[src/rtl/uart_tx_feeder.sv]
// uart_tx_feeder: buffers 9-bit TX words from the CPU side and drains them,
// one frame at a time, into the UART.
//
// Ports:
//   SCLK, SRES      clock (rising edge), asynchronous active-low reset
//   enable          drain enable; when low, no new frame is started
//   flush           synchronous FIFO clear; an in-flight frame still completes
//   push, push_data CPU-side write strobe and 9-bit TX word
//   ucr             UART control/status word; only bit 1 (TxIP) is used
//   write_utdr      load strobe to UART UTDR (LOAD state)
//   set_ucr         set-bits strobe to UART UCR (START state, sets TxIP)
//   data            bus to the UART data input; zero unless grant is high
//   grant           high while this block owns the UART bus and strobes
//   full, empty     FIFO status, decoded from level
//   level           number of stored words, 0..DEPTH
//   overflow        sticky: a push was dropped while full (cleared by flush)
//
// FSM states:
//   state       | meaning
//   S_IDLE      | no frame active; pops the head word when a frame can start
//   S_LOAD      | drives hold onto data and pulses write_utdr
//   S_START     | drives 16'h0002 onto data and pulses set_ucr (sets TxIP)
//   S_WAIT_SET  | waits for the UART to report TxIP
//   S_WAIT_DONE | waits for TxIP to clear (frame finished)

module uart_tx_feeder #(
  parameter int DEPTH = 8,
  parameter int AW    = 3
) (
  input  logic          SCLK,
  input  logic          SRES,
  input  logic          enable,
  input  logic          flush,
  input  logic          push,
  input  logic [8:0]    push_data,
  input  logic [5:0]    ucr,
  output logic          write_utdr,
  output logic          set_ucr,
  output logic [15:0]   data,
  output logic          grant,
  output logic          full,
  output logic          empty,
  output logic [AW:0]   level,
  output logic          overflow
);

  typedef enum logic [2:0] {
    S_IDLE,
    S_LOAD,
    S_START,
    S_WAIT_SET,
    S_WAIT_DONE
  } state_t;

  localparam logic [AW:0] FULL_LEVEL = (AW+1)'(DEPTH);

  state_t        state_q;
  state_t        state_d;
  logic [8:0]    mem [DEPTH];
  logic [AW-1:0] wptr;
  logic [AW-1:0] rptr;
  logic [8:0]    hold;
  logic          push_ok;
  logic          pop;
  logic          txip;
  logic          unused_ucr;

  assign txip       = ucr[1];
  assign unused_ucr = ^{ucr[5:2], ucr[0]};

  assign full    = (level == FULL_LEVEL);
  assign empty   = (level == '0);
  // Acceptance uses the registered full flag; a same-cycle pop does not
  // make room for the incoming word.
  assign push_ok = push & ~full;

  // FIFO storage carries no reset; contents are never observed while empty.
  always_ff @(posedge SCLK) begin
    if (push_ok && !flush) begin
      mem[wptr] <= push_data;
    end
  end

  always_ff @(posedge SCLK or negedge SRES) begin
    if (!SRES) begin
      wptr     <= '0;
      rptr     <= '0;
      level    <= '0;
      overflow <= 1'b0;
    end else if (flush) begin
      wptr     <= '0;
      rptr     <= '0;
      level    <= '0;
      overflow <= 1'b0;
    end else begin
      if (push_ok) begin
        wptr <= wptr + 1'b1;
      end
      if (pop) begin
        rptr <= rptr + 1'b1;
      end
      if (push && full) begin
        overflow <= 1'b1;
      end
      case ({push_ok, pop})
        2'b10:   level <= level + 1'b1;
        2'b01:   level <= level - 1'b1;
        default: level <= level;
      endcase
    end
  end

  always_ff @(posedge SCLK or negedge SRES) begin
    if (!SRES) begin
      hold <= '0;
    end else if (pop) begin
      hold <= mem[rptr];
    end
  end

  always_ff @(posedge SCLK or negedge SRES) begin
    if (!SRES) begin
      state_q <= S_IDLE;
    end else begin
      state_q <= state_d;
    end
  end

  always_comb begin
    state_d    = state_q;
    pop        = 1'b0;
    write_utdr = 1'b0;
    set_ucr    = 1'b0;
    grant      = 1'b0;
    data       = 16'h0000;
    case (state_q)
      S_IDLE: begin
        // flush wins over pop, so no frame starts in a flush cycle.
        if (enable && !empty && !flush && !txip) begin
          pop     = 1'b1;
          state_d = S_LOAD;
        end
      end
      S_LOAD: begin
        grant      = 1'b1;
        write_utdr = 1'b1;
        data       = {7'b0, hold};
        state_d    = S_START;
      end
      S_START: begin
        grant   = 1'b1;
        set_ucr = 1'b1;
        data    = 16'h0002;
        state_d = S_WAIT_SET;
      end
      S_WAIT_SET: begin
        if (txip) begin
          state_d = S_WAIT_DONE;
        end
      end
      S_WAIT_DONE: begin
        if (!txip) begin
          state_d = S_IDLE;
        end
      end
      default: begin
        state_d = S_IDLE;
      end
    endcase
  end

endmodule

[config.mk]
export PLATFORM = sky130hd
export DESIGN_NAME = uart_tx_feeder
export DESIGN_NICKNAME = d
export VERILOG_FILES = /design/src/rtl/uart_tx_feeder.sv
export SDC_FILE = /design/constraint.sdc
export NUM_CORES = 1
export LEC_CHECK = 0
export BUFFER_PORTS_ARGS = -buffer_cell sky130_fd_sc_hd__buf_2
export CAP_MARGIN = 10
export CORE_MARGIN = 8
export CORE_UTILIZATION = 35
export CTS_BUF_LIST = sky130_fd_sc_hd__clkbuf_4 sky130_fd_sc_hd__clkbuf_8 sky130_fd_sc_hd__clkbuf_16
export DETAILED_ROUTE_END_ITERATION = 8
export HOLD_SLACK_MARGIN = 0.05
export SYNTH_ARGS = -nofsm -noshare
export SYNTH_HDL_FRONTEND = slang
export SYNTH_SLANG_ARGS = --single-unit
[constraint.sdc]
create_clock -name SCLK -period 3.4 [get_ports SCLK]
set_clock_uncertainty 0.1 [all_clocks]
set_input_delay 0.68 -clock SCLK [delete_from_list [all_inputs] [get_ports SCLK]]
set_output_delay 0.68 -clock SCLK [all_outputs]
set_load 0.02 [all_outputs]
==> results of run 1 <==
[cells by family (layout without fill, tap and decap cells)]
kind of cell	after synthesis	count (layout)	share of synthesized area
AO/OA/AOI/OAI	23	23	0.03533
multiplexers	32	32	0.1388
XOR/XNOR	5	5	0.01282
flip-flops	95	95	0.6840
other	1	7	0.0009369
adder cells (fa/ha/maj)	4	4	0.01250
buffers and inverters	23	67	0.03126
AND/OR/NAND/NOR	64	64	0.08440
[cell usage after synthesis (2+ instances only)]
library cell,instances,share of area
nand3b_1,2,0.0038
mux2i_1,12,0.030
nor2_1,14,0.013
mux2_4,2,0.0075
mux4_2,18,0.10
a21oi_1,4,0.0050
xor2_1,4,0.0088
nor3_1,5,0.0063
buf_4,8,0.015
nor2b_1,4,0.0063
ha_1,4,0.013
clkbuf_1,4,0.0038
buf_2,2,0.0025
nand3_1,4,0.0050
nand2_1,15,0.014
nor3b_1,2,0.0038
o21ai_0,13,0.016
nand2b_1,2,0.0031
dfrtp_1,23,0.14
or3_1,3,0.0047
edfxtp_1,72,0.54
inv_1,6,0.0056
and2_1,8,0.013
[stage by stage]
stage / std cells / power, W / setup slack (ns)
final: 440 / 0.002897 / 0.6236
after global routing: 440 / 0.003017 / 0.4061
after CTS: 440 / 0.002926 / 0.5201
after detailed placement: 424 / 0.001767 / 0.5998
after global placement: 424 / 0.001755 / 0.6251
after floorplan: 253 / 0.001647 / 0.8133
[routing by layer]
metal | vias up | part of all wire | GRT usage
li1 | 1018 | - | -
met1 | 1068 | 0.48 | 0.1472
met2 | 52 | 0.44 | 0.1560
met3 | 11 | 0.063 | 0.03379
met4 | 2 | 0.014 | 0.04113
met5 | - | 0.0021 | 0
[report_power, final]
group	internal [W]	switching [W]	leakage (nW)	total, W
combinational	0.000138	0.000215	0.649	0.000353
clock	0.000734	0.000427	0.171	0.00116
sequential	0.00132	0.0000594	0.957	0.00138
total	0.00220	0.000702	1.78	0.00290
[flip-flops by register name (all words and copies together), names as in the netlist]
| signal | count |
|---|---|
| wptr | 3 |
| state_q | 3 |
| hold | 9 |
| rptr | 3 |
| overflow | 1 |
| level | 4 |
| mem | 72 |
[path summary, 6_finish.rpt]
path / to
max: data[5]
min: wptr[1]
max reg2reg: level[3]
min reg2reg: hold[3]
max in group asynchronous: hold[6]
min in group SCLK: hold[3]
[layout make-up]
cell class                 count  share of cell area
clock buffer                  10             0.04944
clock inverter                 6             0.02472
inverter                       7            0.006645
multi-input combinational    135              0.2469
sequential                    95              0.5816
tap                          143             0.03801
timing repair buffer          44             0.05263
[critical path: stages, from the launching register on]
cell     delay [ns]
dfrtp_1        0.45
nor3b_1        0.80
and2_1         0.25
buf_2          0.17
==> reports/results.txt, run 1 <==
Final Hold Viols: 0
Slew @ Worst Pin: 0.9774 ns
Total Wirelength: 7691 um
CTS buffer count: 9
initial antenna violation count: 1
die area: 15,110 um^2
final hold slack: 0.2056 ns
post-CTS sizing: 0
reg2reg path depth: 8
Worst Hold Class: input pin to asynchronous set/reset pin
Vias/cell: 4.889
Worst Path Required: 2.62 ns
H-tree depth: 3
Final min period: 2.776 ns
CTS tree: yes
outcome: finished, final reports clean
ys async rst share: 0.2421
vias in the first global route: 2,165
CTS sink count: 95
Max Root-Sink Buffers: 2
# rows: 39
crit share post-route: 0.8166
total grt overflow: 0
GRT Util Overall: 0.1073
Filler Cell Count: 1,006
DRT Pass-1 Iters: 4
area occupied by multi-input gates: 1162 um^2
Initial Util: 0.3551
# DRC: 0
synthesized area: 4003 um^2
Skew-Pair Late Insertion Delay: 0.34 ns
CP arrival: 2.00 ns
largest net degree at the start of global routing: 24
Syn Area/Cell: 16.20 um^2
1st-iter DRT viols: 90
Slew headroom: 0.3484
placer congestion estimate: 0.7256
Cell Pwr Density: 615.5 nW/um^2
Setup crit end kind: primary output
register area share after synthesis: 0.6840
Design Area, Final: 4707 um^2
peak supply drop: 0.4085 mV
Worst Setup Start Kind: flip-flop
IO Pins: 46
area growth from synthesis to final layout: 17.60%
post-placement cell area: 4358 um^2
first-pass GRT wire length: 12,070 um
maximum clock frequency: 0.3602 GHz
flop2flop setup slack: 0.75 ns
flops & latches, synth: 95
via count: 2,151
most common cell after layout, fill and taps aside: edfxtp_1
post-CTS repair timing setup buffer count: 0
Routed Antenna Nets: 0
register area: 2738 um^2
count of endpoints failing setup in the final report: 0
Core Box Area: 11,270 um^2
Post-synth EDFFs: 72
synth warn: 0
most frequent cells in the layout: 72 x edfxtp_1, 33 x buf_2, 23 x dfrtp_1, 18 x mux4_2, 15 x nand2_1
crit path from: state_q[0]
# hold bufs at CTS: 0
max_cap viols: 0
Distinct cells, synth: 39
Die X: 122.9 um
die height: 122.9 um
Setup TNS Final: 0 ns
r2r startpoint: level[1]
Syn Inst Count: 247
final slew viol count: 0
clk slew on worst S/H paths: 0.07 ns
leakage: 1.777 nW
share of layout cells above drive strength 1: 0.2929
Most used DFF post-synth: edfxtp_1
IO buf count: 33
root buffer cell: clkbuf_16
critical path type: flip-flop to primary output
DP HPWL: 5014 um
Max Fanout on Critical Path: 11
ant diodes: 0
RSZ-0062 raised after global routing: no
nets: 316
WL/cell: 17.48 um
final core utilization: 0.4176
Note: power is estimated with default switching activity, not from simulation.
==> run 2: changes to the inputs <==
- ABC_AREA: default -> 1
- clock period: 3.4 -> 2.8 ns (I/O delays scaled with it)
==> run 2 against run 1 <==
  * Flip-flop and latch count stayed put
  * Worst setup slack worse by 0.037 ns
  * Synthesized area rose by 2.0%
  * Critical endpoint is now data[1]
  * Final cell count increased by 25%
  * Combinational power increased by 59%
  * Hold slack lost 0.11 ns
  * Via count rose by 27%
  * Largest cell class unchanged
==> reports/results.txt, run 2 <==
Post-synth EDFFs: 72 (unchanged)
Max Fanout on Critical Path: 11 (unchanged)
DRT Pass-1 Iters: 4 (unchanged)
top cells by area, synth: edfxtp_1 53%, dfrtp_1 14%, o21ai_0 6.5%
Skew-Pair Late Insertion Delay: 0.34 ns (about the same)
initial antenna violation count: 0 (-1)
post-CTS repair timing setup buffer count: 0 (unchanged)
Placed Instances: 535 (+26%)
final slew viol count: 0 (unchanged)
critical path type: flip-flop to primary output
Filler Cell Count: 1,105 (+9.8%)
Cell Pwr Density: 718.1 nW/um^2 (+17%)
DP HPWL: 5685 um (+13%)
crit share post-route: 0.7906
synthesized area: 4083 um^2 (+2.0%)
max_cap viols: 0 (unchanged)
IO Pins: 46 (unchanged)
Total Wirelength: 8862 um (+15%)
top-count cell post-synth: edfxtp_1
maximum clock frequency: 0.4517 GHz
CTS sink count: 95 (unchanged)
Top Registers: mem (72), hold (9), level (4)
final std cells w/o fill: 551 (+25%)
Die X: 124.0 um (+0.87%)
die height: 124.0 um (+0.87%)
1st-iter DRT viols: 213 (+140%)
total grt overflow: 0 (unchanged)
Largest register FFs: 72 (unchanged)
Syn Area/Cell: 11.28 um^2 (-30%)
Distinct cells, synth: 30 (-23%)
Slew @ Worst Pin: 0.6959 ns (-0.2815 ns)
flops & latches, synth: 95 (unchanged)
most frequent cells after synthesis: 72 x edfxtp_1, 57 x nor2_1, 53 x o21ai_0
nets: 427 (+35%)
Synth top area share: 0.5296 (-0.01059)
placer congestion estimate: 0.8050 (+11%)
largest net degree at the start of global routing: 38 (+58%)
# DRC: 0 (unchanged)
Core Box Area: 11,420 um^2 (+1.3%)
Syn Inst Count: 362 (+47%)
ant diodes: 0 (unchanged)
Worst Setup Start Kind: flip-flop
Initial Util: 0.3575 (+0.002461)
CTS tree: yes
most common cell after layout, fill and taps aside: edfxtp_1
CP arrival: 1.55 ns (-0.45 ns)
Setup TNS Final: 0 ns (unchanged)
count of endpoints failing setup in the final report: 0 (unchanged)
# rows: 39 (unchanged)
vias in the first global route: 2,724 (+26%)
Synth area leader: edfxtp_1
most frequent cells in the layout: 72 x edfxtp_1, 57 x nor2_1, 53 x o21ai_0, 37 x inv_1, 33 x buf_2
Vias/cell: 4.956 (+1.4%)
RSZ-0062 raised after global routing: no
Biggest register: mem
peak supply drop: 0.5221 mV (+28%)
synth warn: 0 (unchanged)
Max Root-Sink Buffers: 2 (unchanged)
Slew headroom: 0.5361 (+0.1877)
IO buf count: 33 (unchanged)
Final min period: 2.214 ns
Worst Hold Class: input pin to asynchronous set/reset pin
Setup crit end kind: primary output
outcome: finished, final reports clean
area growth from synthesis to final layout: 15.38%
via count: 2,731 (+27%)
Worst Path Required: 2.14 ns (-0.48 ns)
leakage: 1.922 nW (+8.2%)
clk slew on worst S/H paths: 0.07 ns (about the same)
# hold bufs at CTS: 0 (unchanged)
WL/cell: 16.08 um (-8.0%)
Final Hold Viols: 0 (unchanged)
share of layout cells above drive strength 1: 0.1863 (-0.1067)
root buffer cell: clkbuf_16
register area share after synthesis: 0.6705 (-0.01342)
Most used DFF post-synth: edfxtp_1
first-pass GRT wire length: 14,140 um (+17%)
CTS buffer count: 9 (unchanged)
post-CTS sizing: 0 (unchanged)
die area: 15,380 um^2 (+1.7%)
H-tree depth: 3 (unchanged)
Power, Total: 0.003383 W (+17%)
GRT Util Overall: 0.1235 (+0.01615)
Routed Antenna Nets: 0 (unchanged)
ys async rst share: 0.2421 (unchanged)
## run 2: routing by layer
layer  share of wire  global-route usage  up-vias
li1                -                   -     1329
met1            0.43              0.1576     1327
met2            0.49              0.2010       68
met3           0.063             0.02629        7
met4           0.012             0.04981        0
met5               0                   0        -
## run 2: worst paths after layout
kind | startpoint | endpoint | slack [ns] | cells after the start
max reg2reg | level[1] | level[3] | 0.79 | 14
min in group SCLK | flush | overflow | 0.38 | 2
min | SRES | hold[5] | 0.1 | 1
max | state_q[2] | data[1] | 0.59 | 4
min reg2reg | overflow | overflow | 0.41 | 2
max in group asynchronous | SRES | state_q[1] | 2.14 | 1
## run 2: critical path, cell delays in order (launching register included)
cell and delay [ns]:
dfrtp_1 0.44, nor3_1 0.23, inv_1 0.19, o21ai_0 0.18, buf_2 0.19
## run 2: logic make-up (layout without fill, tap and decap cells)
kind of cell / after synthesis / after routing / share of synthesized area
other cells: 1 / 7 / 0.0009185
buf+inv: 63 / 103 / 0.07049
compound gates: 89 / 89 / 0.1275
flops: 95 / 95 / 0.6705
fa+ha+maj: 4 / 4 / 0.01226
simple gates: 109 / 109 / 0.1162
xor+xnor: 1 / 1 / 0.002146
## run 2: final cells by class
cell class | count | area, um^2 | share of cell area
repair buffers | 47 | 282.8 | 0.06003
inverters | 40 | 150.1 | 0.03187
multi-input cells | 210 | 1080 | 0.2292
well taps | 143 | 178.9 | 0.03798
clock inverters | 5 | 41.29 | 0.008765
flip-flops and latches | 95 | 2738 | 0.5811
clock buffers | 11 | 240.2 | 0.05100
## run 2: where the power goes
group	switching [W]	internal, W	total (W)
registers	0.0000442	0.00162	0.00167
logic	0.000387	0.000173	0.000561
clock network	0.000523	0.000633	0.00116
total	0.000955	0.00243	0.00338
## run 2: stage by stage
stage | hold WS, ns | util | setup WS, ns | cell area [um^2]
2_1_floorplan | 0.1644 | - | 0.5435 | 4105
3_3_place_gp | 0.4017 | 0.3879 | 0.5714 | 4429
3_5_place_dp | 0.4058 | 0.3879 | 0.5508 | 4429
4_1_cts | 0.1031 | 0.4126 | 0.5407 | 4711
5_1_grt | 0.1297 | 0.4126 | 0.3734 | 4711
6_report | 0.09804 | 0.4126 | 0.5863 | 4711
